$ cat config.mk
export PLATFORM = sky130hd
export DESIGN_NAME = wbi_buffer_loader
export DESIGN_NICKNAME = d
export VERILOG_FILES = /design/src/rtl/wbi_pkg.sv /design/src/rtl/wbi_wr_addr_gen.sv /design/src/rtl/wbi_buffer_loader.sv
export SDC_FILE = /design/constraint.sdc
export NUM_CORES = 1
export LEC_CHECK = 0
export CORE_MARGIN = 2
export CORE_UTILIZATION = 40
export CTS_CLUSTER_DIAMETER = 80
export DETAILED_ROUTE_END_ITERATION = 16
export GPL_TIMING_DRIVEN = 1
export PLACE_DENSITY = 0.81
export SLEW_MARGIN = 20
export SYNTH_ARGS = -nofsm -noshare
export SYNTH_HDL_FRONTEND = slang
export SYNTH_SLANG_ARGS = --single-unit
$ cat constraint.sdc
create_clock -name clk -period 4.1 [get_ports clk]
set_clock_uncertainty 0.2 [all_clocks]
set_input_delay 0.615 -clock clk [delete_from_list [all_inputs] [get_ports clk]]
set_output_delay 0.615 -clock clk [all_outputs]
set_load 0.005 [all_outputs]
$ cat src/rtl/wbi_pkg.sv
// Shared definitions for the W_B_I buffer loader, fetch logic and buffer top.
// Holds the loader FSM state encoding and the default port-A geometry.
package wbi_pkg;

    localparam int WBI_ADDR_WIDTH = 14;
    localparam int WBI_DATA_WIDTH = 32;
    localparam int WBI_BANK_WORDS = 8192;

    typedef enum logic [1:0] {
        IDLE = 2'd0,
        LOAD = 2'd1,
        DONE = 2'd2
    } wbi_state_e;

endpackage

$ cat src/rtl/wbi_wr_addr_gen.sv
// Port-A write address generator for the W_B_I loader: holds the word
// counter, the latched tile length and bank base, the bank select with its
// toggle/reset, and flags the last word of the tile.
module wbi_wr_addr_gen
    import wbi_pkg::*;
#(
    parameter int ADDR_WIDTH = WBI_ADDR_WIDTH,
    parameter int BANK_WORDS = WBI_BANK_WORDS
) (
    input  logic                  clk,
    input  logic                  rst,
    input  logic                  start,
    input  logic                  clear,
    input  logic                  advance,
    input  logic                  toggle,
    input  logic                  reset_bank,
    input  logic [ADDR_WIDTH-1:0] load_len,
    output logic [ADDR_WIDTH-1:0] wr_addr,
    output logic                  last_word,
    output logic                  bank_sel
);

    localparam logic [ADDR_WIDTH-1:0] BANK1_BASE = ADDR_WIDTH'(BANK_WORDS);
    localparam logic [ADDR_WIDTH-1:0] ONE        = ADDR_WIDTH'(1);

    logic [ADDR_WIDTH-1:0] count_q, count_d;
    logic [ADDR_WIDTH-1:0] len_q, len_d;
    logic [ADDR_WIDTH-1:0] base_q, base_d;
    logic                  bank_sel_q, bank_sel_d;

    // Next-state for counter, length/base latch and bank select; a new tile
    // takes its base from the bank currently selected, and the DONE toggle
    // has priority over a bank reset.
    always_comb begin
        count_d    = count_q;
        len_d      = len_q;
        base_d     = base_q;
        bank_sel_d = bank_sel_q;
        if (start) begin
            count_d = '0;
            len_d   = load_len;
            base_d  = bank_sel_q ? BANK1_BASE : '0;
        end else if (clear) begin
            count_d = '0;
        end else if (advance) begin
            count_d = count_q + ONE;
        end
        if (toggle) begin
            bank_sel_d = ~bank_sel_q;
        end else if (reset_bank) begin
            bank_sel_d = 1'b0;
        end
    end

    // Address generator state registers.
    always_ff @(posedge clk or posedge rst) begin
        if (rst) begin
            count_q    <= '0;
            len_q      <= '0;
            base_q     <= '0;
            bank_sel_q <= 1'b0;
        end else begin
            count_q    <= count_d;
            len_q      <= len_d;
            base_q     <= base_d;
            bank_sel_q <= bank_sel_d;
        end
    end

    assign wr_addr   = base_q + count_q;
    assign last_word = (count_q == (len_q - ONE));
    assign bank_sel  = bank_sel_q;

endmodule

$ cat src/rtl/wbi_buffer_loader.sv
// Write-side loader for the W_B_I buffer: takes a valid/ready word stream
// and writes one tile per start command into BRAM port A, alternating banks
// when double buffering is enabled.
// Optional feature macro: LOAD_CHECKSUM_EN (running 32-bit sum of the tile).
module wbi_buffer_loader
    import wbi_pkg::*;
#(
    parameter int ADDR_WIDTH = WBI_ADDR_WIDTH,
    parameter int DATA_WIDTH = WBI_DATA_WIDTH,
    parameter int BANK_WORDS = WBI_BANK_WORDS
) (
    input  logic                  clk,
    input  logic                  rst,
    input  logic                  start_load,
    input  logic [ADDR_WIDTH-1:0] load_len,
    input  logic                  abort,
    input  logic                  Double_buffering,
    input  logic                  reset_bank,
    input  logic                  s_valid,
    input  logic [DATA_WIDTH-1:0] s_data,
    output logic                  s_ready,
    output logic                  ena,
    output logic                  wea,
    output logic [ADDR_WIDTH-1:0] addra,
    output logic [DATA_WIDTH-1:0] dina,
    output logic                  busy,
    output logic                  bank_sel,
    output logic                  load_done,
    output logic [31:0]           checksum
);

    wbi_state_e            state_q, state_d;
    logic                  ena_q, ena_d;
    logic                  wea_q, wea_d;
    logic [ADDR_WIDTH-1:0] addra_q, addra_d;
    logic [DATA_WIDTH-1:0] dina_q, dina_d;

    logic                  handshake;
    logic                  start_cmd;
    logic                  clear_cnt;
    logic                  bank_toggle;
    logic                  bank_reset;
    logic [ADDR_WIDTH-1:0] wr_addr;
    logic                  last_word;

    assign s_ready   = (state_q == LOAD) && !abort;
    assign handshake = s_valid && s_ready;

    wbi_wr_addr_gen #(
        .ADDR_WIDTH (ADDR_WIDTH),
        .BANK_WORDS (BANK_WORDS)
    ) u_addr_gen (
        .clk        (clk),
        .rst        (rst),
        .start      (start_cmd),
        .clear      (clear_cnt),
        .advance    (handshake),
        .toggle     (bank_toggle),
        .reset_bank (bank_reset),
        .load_len   (load_len),
        .wr_addr    (wr_addr),
        .last_word  (last_word),
        .bank_sel   (bank_sel)
    );

    // FSM next state and the port-A write that follows each accepted word by
    // one cycle; a zero-length tile goes straight to DONE without writing.
    always_comb begin
        state_d     = state_q;
        ena_d       = 1'b0;
        wea_d       = 1'b0;
        addra_d     = addra_q;
        dina_d      = dina_q;
        start_cmd   = 1'b0;
        clear_cnt   = 1'b0;
        bank_toggle = 1'b0;
        bank_reset  = 1'b0;
        case (state_q)
            IDLE: begin
                bank_reset = reset_bank;
                if (start_load) begin
                    start_cmd = 1'b1;
                    state_d   = (load_len != '0) ? LOAD : DONE;
                end
            end
            LOAD: begin
                if (abort) begin
                    clear_cnt = 1'b1;
                    state_d   = IDLE;
                end else if (handshake) begin
                    ena_d   = 1'b1;
                    wea_d   = 1'b1;
                    addra_d = wr_addr;
                    dina_d  = s_data;
                    if (last_word) begin
                        state_d = DONE;
                    end
                end
            end
            DONE: begin
                bank_toggle = Double_buffering;
                state_d     = IDLE;
            end
            default: begin
                state_d = IDLE;
            end
        endcase
    end

    // FSM state and registered port-A outputs.
    always_ff @(posedge clk or posedge rst) begin
        if (rst) begin
            state_q <= IDLE;
            ena_q   <= 1'b0;
            wea_q   <= 1'b0;
            addra_q <= '0;
            dina_q  <= '0;
        end else begin
            state_q <= state_d;
            ena_q   <= ena_d;
            wea_q   <= wea_d;
            addra_q <= addra_d;
            dina_q  <= dina_d;
        end
    end

    assign ena       = ena_q;
    assign wea       = wea_q;
    assign addra     = addra_q;
    assign dina      = dina_q;
    assign busy      = (state_q == LOAD);
    assign load_done = (state_q == DONE);

`ifdef LOAD_CHECKSUM_EN
    logic [31:0] checksum_q, checksum_d;

    // Running sum of accepted words, restarted whenever a tile enters LOAD
    // and held afterwards so it can be read alongside load_done.
    always_comb begin
        checksum_d = checksum_q;
        if ((state_q == IDLE) && start_load && (load_len != '0)) begin
            checksum_d = '0;
        end else if (handshake) begin
            checksum_d = checksum_q + 32'(s_data);
        end
    end

    // Checksum accumulator register.
    always_ff @(posedge clk or posedge rst) begin
        if (rst) begin
            checksum_q <= '0;
        end else begin
            checksum_q <= checksum_d;
        end
    end

    assign checksum = checksum_q;
`else
    assign checksum = 32'd0;
`endif

endmodule

; After elaboration in Yosys (flattened, before gate mapping)
; Index checks and enable logic that the tools add are counted.
[classes]
n_reduce_logical = 9
addsub = 3
n_eq_ne = 6
n_mux = 21
n_bitwise = 2
[op_table]
columns = cell, count
row1 = 14-bit 2-to-1 mux, 4
row2 = 14-bit by 1-bit adder with 14-bit output (second input constant), 1
row3 = 14-bit adder, 1
row4 = 14-bit == test, 1
row5 = 14-bit nonzero test, 1
row6 = 14-bit by 1-bit subtractor with 14-bit output (second input constant), 1
row7 = 1-bit 2-to-1 mux, 11
row8 = 2-bit 2-to-1 mux, 5
row9 = 3-bit by 2-bit inequality test with 1-bit output (second input constant), 2
row10 = 3-bit AND reduction, 2
row11 = 2-bit one-hot mux with 2 select lines, 1
row12 = 3-bit nonzero test, 1
row13 = 2-bit by 1-bit == test with 1-bit output (second input constant), 1
row14 = 2-bit == test (second input constant), 1
row15 = 1-bit logical AND, 2
row16 = 2-bit logical NOT, 1
row17 = 2-bit inequality test (second input constant), 1
row18 = 1-bit inverter, 2
row19 = 2-bit nonzero test, 1
row20 = 1-bit logical NOT, 1
[word_totals]
regBits = 92
word_cells = 49

; Depth between registers and ports, before layout
; Gate-level depths: netlist of the first run.
[depth]
word_depth = 6
mapped_depth = 8
mapped_depth_nobuf = 8

; Hierarchy
; A second synthesis of the first run with hierarchy kept.
[unflattened]
hier_cells = 354
area_unflattened_um2 = 4221.5
[by_module_without_submodules]
columns = module, instances, cells_each, area_each_um2, seq_area_each_um2
row1 = wbi_buffer_loader, 1, 155, 2324.7, 1226.2
row2 = wbi_wr_addr_gen, 1, 199, 1896.8, 750.7

; Worst setup path before layout of the first run
; OpenSTA, ideal clock, no wires.
[synth_path]
path_type = register -> register
start = reg u_addr_gen.len_q[0]
end = reg state_q[1]
path_buffers = 0
synth_period_minus_slack_ps = 2234
arrival_time_ps = 1968
stages_incl_launch_ff = 9
slack_ps = 1866
setup_time_ps = 66
required_time_ps = 3834
cell_sequence = dfrtp_1 > inv_1 > ha_1 > nor4b_4 > a31oi_1 > a221oi_2 > nor3_1 > nor4_2 > a22o_1
[synth_between]
elab_chain_len = 4
[synth_rtl]
columns = item, line_no
row1 = start: declaration, wbi_wr_addr_gen.sv:27  ; logic [ADDR_WIDTH-1:0] len_q, len_d;
row2 = start signal: assignment, wbi_wr_addr_gen.sv:64  ; len_q <= len_d;
row3 = 14-bit by 1-bit subtractor with 14-bit output, wbi_wr_addr_gen.sv:71  ; assign last_word = (count_q == (len_q - ONE));
row4 = 14-bit == test, wbi_wr_addr_gen.sv:71
row5 = 3-bit by 2-bit inequality test with 1-bit output (no source line), -
row6 = 3-bit AND reduction (no source line), -
row7 = end signal: assignment, wbi_buffer_loader.sv:119  ; state_q <= state_d;
row8 = end: declaration, wbi_buffer_loader.sv:32  ; wbi_state_e state_q, state_d;
; Every way passes these cells.
; A chain may end at the register's enable or synchronous reset.

; Worst setup path after layout of the first run
[layout_path]
start = in abort
end = out s_ready
[layout_between]
elab_chain_len = 2
[layout_rtl]
columns = item, line_no
row1 = start: declaration, wbi_buffer_loader.sv:16  ; input logic abort,
row2 = 1-bit logical NOT, wbi_buffer_loader.sv:46  ; assign s_ready = (state_q == LOAD) && !abort;
row3 = 1-bit logical AND, wbi_buffer_loader.sv:46
row4 = end: declaration, wbi_buffer_loader.sv:21  ; output logic s_ready,
; Every way passes these cells.

==> results by group, run 1 <==
Logic synthesis
  • Area share of the largest cell type after synthesis: 0.505
  • Ranking of synthesized cells by area: dfrtp_1 (50%), mux2_2 (16%), buf_4 (6.3%), xor2_1 (4.0%), xnor2_1 (3.4%)
  • EDFF count, synth: 0
  • Yosys warns: 0
  • Synth Flop Type: dfrtp_1
  • Post-synthesis sequential area ratio: 0.505
  • Synth Area per Inst: approximately 12 sq um
  • Cell taking the most area after synthesis: dfrtp_1
  • Post-synthesis async set-or-reset flop share: 1.00
  • Register bit total from synthesis: between 70 and 80
  • Mapped Cells: 340
  • Dominant cell by count in the synthesized netlist: dfrtp_1
  • Area of the mapped netlist: a little under 4000 sq um
  • Synth cell types: 45
  • Synth top cells by count: dfrtp_1 (79), mux2_2 (56), buf_4 (33), nor2_1 (23), xor2_1 (18)

Global route
  • Gr usage total: 0.174
  • Total congestion overflow: 0
  • Pin count of the biggest net entering global routing: 80
  • Antenna violations before repair: 0
  • Vias in the first global route: 2976
  • Met2 Use GR: 0.287
  • Met1 Use GR: 0.211
  • First-pass GRT wire length: 14.4 mm
  • GR met3 Demand/Resource: 0.0529
  • Busiest grt layer: met2

Timing
  • Slew Limit Fails: 0
  • Top achievable clock speed: 0.373 GHz
  • Worst hold margin: 0.313 ns
  • Setup TNS: 0 ns
  • Worst slew pin tran: 0.651 ns
  • Clock period minus worst slack: 2.68 ns
  • RSZ-0062 raised after global routing: false
  • Final worst path period share: 0.654
  • Rel. slew slack: 0.562
  • Endpoints failing hold: 0
  • # setup viols final: 0

Finish
  • Area Overhead vs Synth: 33.2%
  • Non-Filler Instances: approximately 580
  • Nets@finish: 496
  • Layout cells sized above 1: 0.197
  • Antenna cells: 0
  • Post-layout util: 0.541

Place
  • Inst Count DP: 562
  • Routability cong.: 0.843
  • I/O Buffers: 104
  • Detailed placement HPWL: approximately 6.5 mm

Routing
  • Initial DRT Pass Iterations: 4
  • Via-per-instance ratio: between 4 and 5
  • Remaining DRCs: 0
  • WL/cell: around 15 um
  • Vias: roughly 2800
  • Total routed wirelength: roughly 9 mm
  • Final ANT Viol Nets: 0
  • DR iter-0 viols: roughly 130

Clock network
  • Post-cts gate resize count: 0
  • CTS tree: built
  • CTS HTree Levels: 3
  • Root Driver: clkbuf_8
  • Hold Buf Count CTS: 0
  • Clk_lat worst skew: 0.34 ns
  • Longest Clk Path Bufs: 2
  • Num CTS Buffers: 9
  • Worst-path clk slew: 0.08 ns
  • Clock Sinks: 79
  • Setup Fix Bufs, Post-CTS: 0

Floorplanning
  • Rows: 36
  • Core area: 9640 sq um
  • Chip Width: between 100 and 150 um
  • Die span in y: around 100 um
  • IO Pins: 137
  • Die area: 10600 sq um
  • Initial core utilization: 0.406

Job
  • Maxcap violations: 0

Critical path
  • WP buf/inv: 3
  • Startpoint types: input port
  • Worst path arrival time: ~1.9 ns
  • Crit path max-delay family: buffers and inverters
  • Setup crit start: abort
  • CP dominant cell by count: clkdlybuf4s50_1
  • Slowest cell on crit path: clkdlybuf4s50_1
  • CP peak stage delay: 0.50 ns
  • Critical Path End: s_ready
  • Critical Path Fanout Max: 3
  • Critical path capture point type: primary output
  • RR Endpoint: state_q[1]$_DFFE_PP0P_
  • Reg2Reg Depth: 8
  • Worst EP required: 3.28 ns
  • Worst r2r src: u_addr_gen.len_q[0]$_DFFE_PP0P_
  • R2r setup slk: 1.43 ns
  • Levels on crit path: 4
  • Crit-path cells: clkdlybuf4s50_1 -> nand2b_1 -> inv_1 -> clkdlybuf4s50_1
  • WS Path Type: input port to primary output

Pwr
  • Max IR drop VDD: 363 uV
  • Leak: roughly 2.2 nW
  • Power per cell area: 438 nW/um^2

Run status
  • Outcome: finished, final reports clean

Worst hold path
  • Hold Crit Class: flip-flop to flip-flop
## layer usage
| metal | vias to the layer above | share of wire |
|---|---|---|
| met5 | - | 0 |
| met4 | 0 | 0.021 |
| met3 | 15 | 0.077 |
| met2 | 120 | 0.49 |
| met1 | 1367 | 0.42 |
| li1 | 1316 | - |
## flip-flops by register name, summed over array words and instances, names as in the netlist
name / count
u_addr_gen.count_q: 14
u_addr_gen.base_q: 1
u_addr_gen.bank_sel: 1
dina: 32
u_addr_gen.len_q: 14
addra: 14
wea: 1
state_q: 2
## power by group
group / switching, mW / internal (mW) / total, mW
Combinational: 0.224 / 0.385 / 0.609
Sequential: 0.108 / 0.911 / 1.02
Clock: 0.305 / 0.349 / 0.654
## cells by family (layout without fill, tap and decap cells)
kind of cell | after synthesis | count (layout) | synth area share
fa+ha+maj | 2 | 2 | 0.00639
xor+xnor | 33 | 33 | 0.0738
buf+inv | 56 | 131 | 0.0875
flops | 79 | 79 | 0.505
simple gates | 88 | 88 | 0.122
other cells | 1 | 32 | 0.000957
mux | 56 | 56 | 0.161
compound gates | 25 | 25 | 0.0434
## worst min path at each step
stage | depth (start not counted) | slack, ns | start | to
3_3_place_gp | 1 | 0.29 | dina[13]$_DFFE_PP0P_ | dina[13]$_DFFE_PP0P_
5_1_grt | 1 | 0.33 | dina[6]$_DFFE_PP0P_ | dina[6]$_DFFE_PP0P_
4_1_cts | 1 | 0.32 | dina[30]$_DFFE_PP0P_ | dina[30]$_DFFE_PP0P_
6_report | 1 | 0.31 | dina[20]$_DFFE_PP0P_ | dina[20]$_DFFE_PP0P_
3_5_place_dp | 1 | 0.30 | dina[1]$_DFFE_PP0P_ | dina[1]$_DFFE_PP0P_
2_1_floorplan | 1 | 0.30 | u_addr_gen.len_q[13]$_DFFE_PP0P_ | u_addr_gen.len_q[13]$_DFFE_PP0P_
## final cells by class
type	count	area [sq um]
clock inverter	7	101
inverter	6	22.5
timing repair buffer	109	1090
multi-input combinational	236	1730
clock buffer	9	124
tap	133	166
sequential	79	1980
fill	833	4420
## layout by cell type (no fill, tap or decap), drive strengths merged, types with 3 or more instances in the layout
master,synthesis,final
xnor2,15,15
clkbuf,10,9
conb,1,32
nand2,14,14
dfrtp,79,79
nor3,8,8
nor2b,4,4
buf,40,5
inv,6,9
clkdlybuf4s50,0,104
nor4,6,6
nor2,23,23
mux2,56,56
nand4,9,9
o21ai,11,11
nand2b,3,3
nand3,11,11
xor2,18,18
## worst reg2reg max path, cell delays in order (launching register included)
cell and delay [ns]:
dfrtp_1 0.43, inv_1 0.09, ha_1 0.31, nor4b_4 0.45, a31oi_1 0.18, a221oi_2 0.30, nor3_1 0.11, nor4_2 0.36
a22o_1 0.18
## per-stage QoR
step	total power [mW]	setup slack (ns)	area, sq um
after floorplan	1.33	1.26	4030
after global placement	1.62	1.22	4970
after detailed placement	1.64	1.17	4970
after CTS	2.30	1.40	5200
after global routing	2.40	1.29	5220
final	2.28	1.42	5220
No activity file was read; power rests on OpenSTA's default activity.
==> run 2: changes to the inputs <==
==> constraint.sdc (replaced) <==
create_clock -name clk -period 2.5 [get_ports clk]
set_clock_uncertainty 0.2 [all_clocks]
set_input_delay 0.375 -clock clk [delete_from_list [all_inputs] [get_ports clk]]
set_output_delay 0.375 -clock clk [all_outputs]
set_load 0.005 [all_outputs]
==> results by group, run 2 (synthesis gave the netlist of run 1 again) <==
Run status
  • Outcome: finished, final reports clean

Finish
  • Layout cells sized above 1: 0.215
  • Area Overhead vs Synth: 34.4%
  • Seq. cell area: 1980 sq um
  • Antenna cells: 0
  • Most common cell after layout, fill and taps aside: clkdlybuf4s50_1
  • Fill cell count: roughly 850
  • Post-layout util: 0.546
  • Multi-input logic area: between 1500 and 2000 sq um
  • Non-Filler Instances: 589
  • Largest register FFs: 32
  • Commonest cells after routing, fill and taps aside: clkdlybuf4s50_1 (104), dfrtp_1 (79), mux2_2 (56), conb_1 (32), nor2_1 (22)
  • Final instance area: 5270 sq um
  • Nets@finish: between 500 and 600

Place
  • Routability cong.: around 0.8
  • I/O Buffers: around 100
  • Inst Count DP: about 570
  • Placed cell areas: 5080 sq um
  • Detailed placement HPWL: 6.78 mm

Critical path
  • Crit path max-delay family: compound AO/OA/AOI/OAI gates
  • Critical Path Fanout Max: 6
  • Critical path capture point type: flip-flop
  • CP peak stage delay: around 0.4 ns
  • WP buf/inv: 2
  • Crit-path cells: inv_1 -> ha_1 -> nor4b_4 -> buf_4 -> a211o_2 -> a221oi_2 -> nor3_1 -> nor4_2 -> a22o_1
  • Startpoint types: flip-flop
  • WS Path Type: flip-flop to flip-flop
  • Worst path arrival time: 2.47 ns
  • Worst EP required: 2.59 ns
  • Slowest cell on crit path: dfrtp_1

Clock network
  • Num CTS Buffers: 9
  • Hold Buf Count CTS: 0
  • Root Driver: clkbuf_8
  • CTS HTree Levels: 3
  • CTS tree: built
  • Setup Fix Bufs, Post-CTS: 0
  • Longest Clk Path Bufs: 2
  • Post-cts gate resize count: 0
  • Clk_lat worst skew: between 0.3 and 0.4 ns
  • Clock Sinks: 79
  • Worst-path clk slew: 0.09 ns

Pwr
  • Power per cell area: 676 nW/um^2
  • Leak: 2.24 nW
  • Power, Total: roughly 3.6 mW
  • Max IR drop VDD: 419 uV

Timing
  • RSZ-0062 raised after global routing: false
  • Clock period minus worst slack: 2.38 ns
  • Endpoints failing hold: 0
  • Top achievable clock speed: 0.420 GHz
  • Rel. slew slack: 0.591
  • # setup viols final: 0
  • Worst slew pin tran: slightly above 0.6 ns
  • Final worst path period share: 0.952
  • Setup TNS: 0 ns
  • Slew Limit Fails: 0

Routing
  • WL/cell: 15.0 um
  • Total routed wirelength: about 8.8 mm
  • Initial DRT Pass Iterations: 4
  • Final ANT Viol Nets: 0
  • Vias: 2845
  • DR iter-0 viols: around 150
  • Remaining DRCs: 0
  • Via-per-instance ratio: 4.83

Global route
  • First-pass GRT wire length: 14.7 mm
  • Pin count of the biggest net entering global routing: 43
  • Total congestion overflow: 0
  • Vias in the first global route: 3068
  • Gr usage total: 0.181
  • Antenna violations before repair: 0

Worst hold path
  • Hold Crit Class: input port to async pin

Floorplanning
  • Die area: 10600 sq um
  • Core area: around 9600 sq um
  • Chip Width: 103 um
  • Rows: 36
  • Initial core utilization: 0.406
  • Die span in y: between 100 and 150 um
  • IO Pins: 137

Job
  • Maxcap violations: 0
-- run 2: layer usage --
layer / track usage / part of all wire / vias to the layer above / routed length (um)
li1: - / - / 1324 / -
met1: 0.207 / 0.40 / 1381 / 3540
met2: 0.308 / 0.49 / 121 / 4320
met3: 0.0658 / 0.090 / 19 / 798
met4: 0.0739 / 0.021 / 0 / 185
met5: 0 / 0 / - / 0
-- run 2: report_power, final --
part / leakage, nW / total (mW) / internal [mW] / switching, mW
combinational: 1.17 / 1.03 / 0.656 / 0.376
sequential: 1.00 / 1.68 / 1.49 / 0.185
clock: 0.0712 / 0.848 / 0.364 / 0.485
-- run 2: layout make-up --
type / instances / share of cell area
sequential: 79 / 0.375
multi-input combinational: 236 / 0.331
timing repair buffer: 119 / 0.224
tap: 133 / 0.0316
clock buffer: 10 / 0.0242
clock inverter: 6 / 0.00879
inverter: 6 / 0.00499
-- run 2: path summary, 6_finish.rpt --
| path | start | end | slack [ns] | cells past startpoint |
|---|---|---|---|---|
| worst max-delay path | u_addr_gen.len_q[1]$_DFFE_PP0P_ | state_q[1]$_DFFE_PP0P_ | 0.12 | 9 |
| worst min-delay path | rst | dina[10]$_DFFE_PP0P_ | 0.24 | 2 |
| worst max register to register | u_addr_gen.len_q[1]$_DFFE_PP0P_ | state_q[1]$_DFFE_PP0P_ | 0.12 | 9 |
| worst min register to register | dina[13]$_DFFE_PP0P_ | dina[13]$_DFFE_PP0P_ | 0.31 | 1 |
| max in group asynchronous | rst | dina[22]$_DFFE_PP0P_ | 1.26 | 3 |
| min in group clk | dina[13]$_DFFE_PP0P_ | dina[13]$_DFFE_PP0P_ | 0.31 | 1 |
-- run 2: stage by stage --
stage / worst slack [ns] / hold slack, ns
after floorplan: 0.266 / 0.292
after global placement: 0.0875 / 0.289
after detailed placement: -0.000929 / 0.295
after CTS: 0.125 / 0.249
after global routing: 0.0253 / 0.305
final: 0.121 / 0.245
==> run 3: changes to the inputs <==
--- a/config.mk
+++ b/config.mk
@@ -5,6 +5,7 @@
 export SDC_FILE = /design/constraint.sdc
 export NUM_CORES = 1
 export LEC_CHECK = 0
+export CORE_ASPECT_RATIO = 1.25
 export CORE_MARGIN = 2
 export CORE_UTILIZATION = 40
 export CTS_CLUSTER_DIAMETER = 80
==> results by group, run 3 (synthesis gave the netlist of run 1 again) <==
Floorplanning
  • Die area: between 10000 and 15000 sq um
  • Core area: 9560 sq um
  • Rows: 40
  • Die span in y: about 110 um
  • Chip Width: about 90 um
  • Initial core utilization: 0.410
  • IO Pins: roughly 140

Timing
  • Endpoints failing hold: 0
  • RSZ-0062 raised after global routing: false
  • Worst slew pin tran: roughly 0.54 ns
  • Slew Limit Fails: 0
  • Top achievable clock speed: 0.428 GHz
  • Final worst path period share: 0.935
  • Setup TNS: 0 ns
  • Clock period minus worst slack: 2.34 ns
  • Rel. slew slack: 0.637
  • # setup viols final: 0

Critical path
  • R2r setup slk: approximately 0.17 ns
  • CP peak stage delay: 0.51 ns
  • Slowest cell on crit path: clkdlybuf4s50_1
  • Reg2Reg Depth: 10
  • Critical path capture point type: primary output
  • Critical Path Fanout Max: 6
  • WS Path Type: flip-flop to primary output
  • Worst r2r src: u_addr_gen.len_q[1]$_DFFE_PP0P_
  • RR Endpoint: state_q[1]$_DFFE_PP0P_
  • Worst EP required: between 1.5 and 2 ns
  • WP buf/inv: 2
  • Worst path arrival time: 1.76 ns
  • Crit-path cells: nor2b_1 -> nand2b_1 -> inv_1 -> clkdlybuf4s50_1
  • Startpoint types: flip-flop
  • Crit path max-delay family: buffers and inverters

Place
  • I/O Buffers: 104
  • Placed cell areas: ~5100 sq um
  • Inst Count DP: about 570
  • Routability cong.: 0.957
  • Detailed placement HPWL: around 6.5 mm

Pwr
  • Max IR drop VDD: between 400 and 500 uV
  • Reg power frac: 0.413
  • Power per cell area: 742 nW/um^2
  • Power Internal: about 3.0 mW
  • Clock network fraction of design power: 0.325
  • Power, Total: 4.03 mW
  • Leak: 2.34 nW
  • Combinational power share: 0.262
  • Switching share of total power: 0.261
  • NetSw: 1.05 mW

Worst hold path
  • Hold Crit Class: input port to async pin

Clock network
  • Clock Sinks: slightly below 80
  • Clk_lat worst skew: 0.33 ns
  • CTS tree: built
  • Post-cts gate resize count: 0
  • Longest Clk Path Bufs: 2
  • CTS HTree Levels: 3
  • Num CTS Buffers: 9
  • Worst-path clk slew: 0.06 ns
  • Root Driver: clkbuf_16

Global route
  • Vias in the first global route: approximately 3000
  • Gr usage total: 0.173
  • Total congestion overflow: 0
  • First-pass GRT wire length: 14.5 mm
  • Antenna violations before repair: 0
  • Pin count of the biggest net entering global routing: 35

Finish
  • Antenna cells: 0
  • Layout cells sized above 1: 0.220
  • Fill cell count: slightly below 800
  • Multi-input logic area: about 1700 sq um
  • Post-layout util: 0.568
  • Commonest cells after routing, fill and taps aside: clkdlybuf4s50_1 (104), dfrtp_1 (79), mux2_2 (56), conb_1 (32), nor2_1 (23)
  • Nets@finish: slightly above 500
  • Area Overhead vs Synth: 38.6%
  • Non-Filler Instances: 585
  • Seq. cell area: 1980 sq um
  • Final instance area: 5430 sq um
  • Largest register FFs: 32
  • Most common cell after layout, fill and taps aside: clkdlybuf4s50_1

Job
  • Maxcap violations: 0

Routing
  • Remaining DRCs: 0
  • Final ANT Viol Nets: 0
  • Vias: 2838
  • DR iter-0 viols: roughly 130
  • Via-per-instance ratio: 4.85
  • Total routed wirelength: 8.68 mm
  • Initial DRT Pass Iterations: 4
  • WL/cell: 14.8 um

Run status
  • Outcome: finished, final reports clean
run 3: changes by cell type in the layout (fill, tap and decap cells not counted), sizes merged:
cell and delta:
clkinvlp -4, buf +3, clkinv +3, bufinv +1
run 3: final cells by class:
class	count	share of cell area
clock buffer	10	0.0440
clock inverter	6	0.0127
inverter	6	0.00484
multi-input combinational	236	0.319
sequential	79	0.364
tap	126	0.0290
timing repair buffer	122	0.226
run 3: power by group through the flow:
stage          combinational, mW  clock, mW  sequential, mW
2_1_floorplan              0.520          0            1.66
3_3_place_gp                1.04          0            1.68
3_5_place_dp                1.06          0            1.69
4_1_cts                     1.07       1.34            1.67
5_1_grt                     1.14       1.41            1.70
6_report                    1.05       1.31            1.66
run 3: worst register-to-register path, stage by stage, from the launching register on:
cell and delay [ns]:
dfrtp_1 0.40, inv_1 0.09, ha_1 0.18, nor4b_4 0.29, buf_4 0.18, buf_4 0.11, xor2_1 0.14, nor2_1 0.06
nor3_1 0.31, nor4_2 0.08, a22o_1 0.18
run 3: worst max-delay path by stage:
stage                                                from                                  to  slack [ns]  cells after the start
after floorplan           u_addr_gen.len_q[0]$_DFFE_PP0P_              state_q[1]$_DFFE_PP0P_        0.27                      8
after global placement                            s_valid  u_addr_gen.count_q[12]$_DFFE_PP0P_        0.10                      8
after detailed placement                            abort  u_addr_gen.count_q[12]$_DFFE_PP0P_        0.09                      8
after CTS                 u_addr_gen.len_q[1]$_DFFE_PP0P_              state_q[1]$_DFFE_PP0P_        0.15                      9
after global routing      u_addr_gen.len_q[1]$_DFFE_PP0P_              state_q[1]$_DFFE_PP0P_       0.009                      8
final                              state_q[0]$_DFFE_PP0P_                             s_ready        0.16                      4
run 3: routing by layer:
metal | routed length [um] | global-route usage
met1 | 3360 | 0.196
met2 | 4520 | 0.301
met3 | 620 | 0.0586
met4 | 185 | 0.0677
met5 | 0 | 0
run 3: stage by stage:
stage	hold WS [ns]	setup WS, ns
finish	0.242	0.163
global route	0.293	0.00858
CTS	0.250	0.153
detailed placement	0.294	0.0865
global placement	0.290	0.105
floorplan	0.292	0.266
run 3: repair_timing:
action,4_1_cts,5_1_grt
setup buffers,0,2
hold buffers,0,0
setup endpoints to repair,0,1
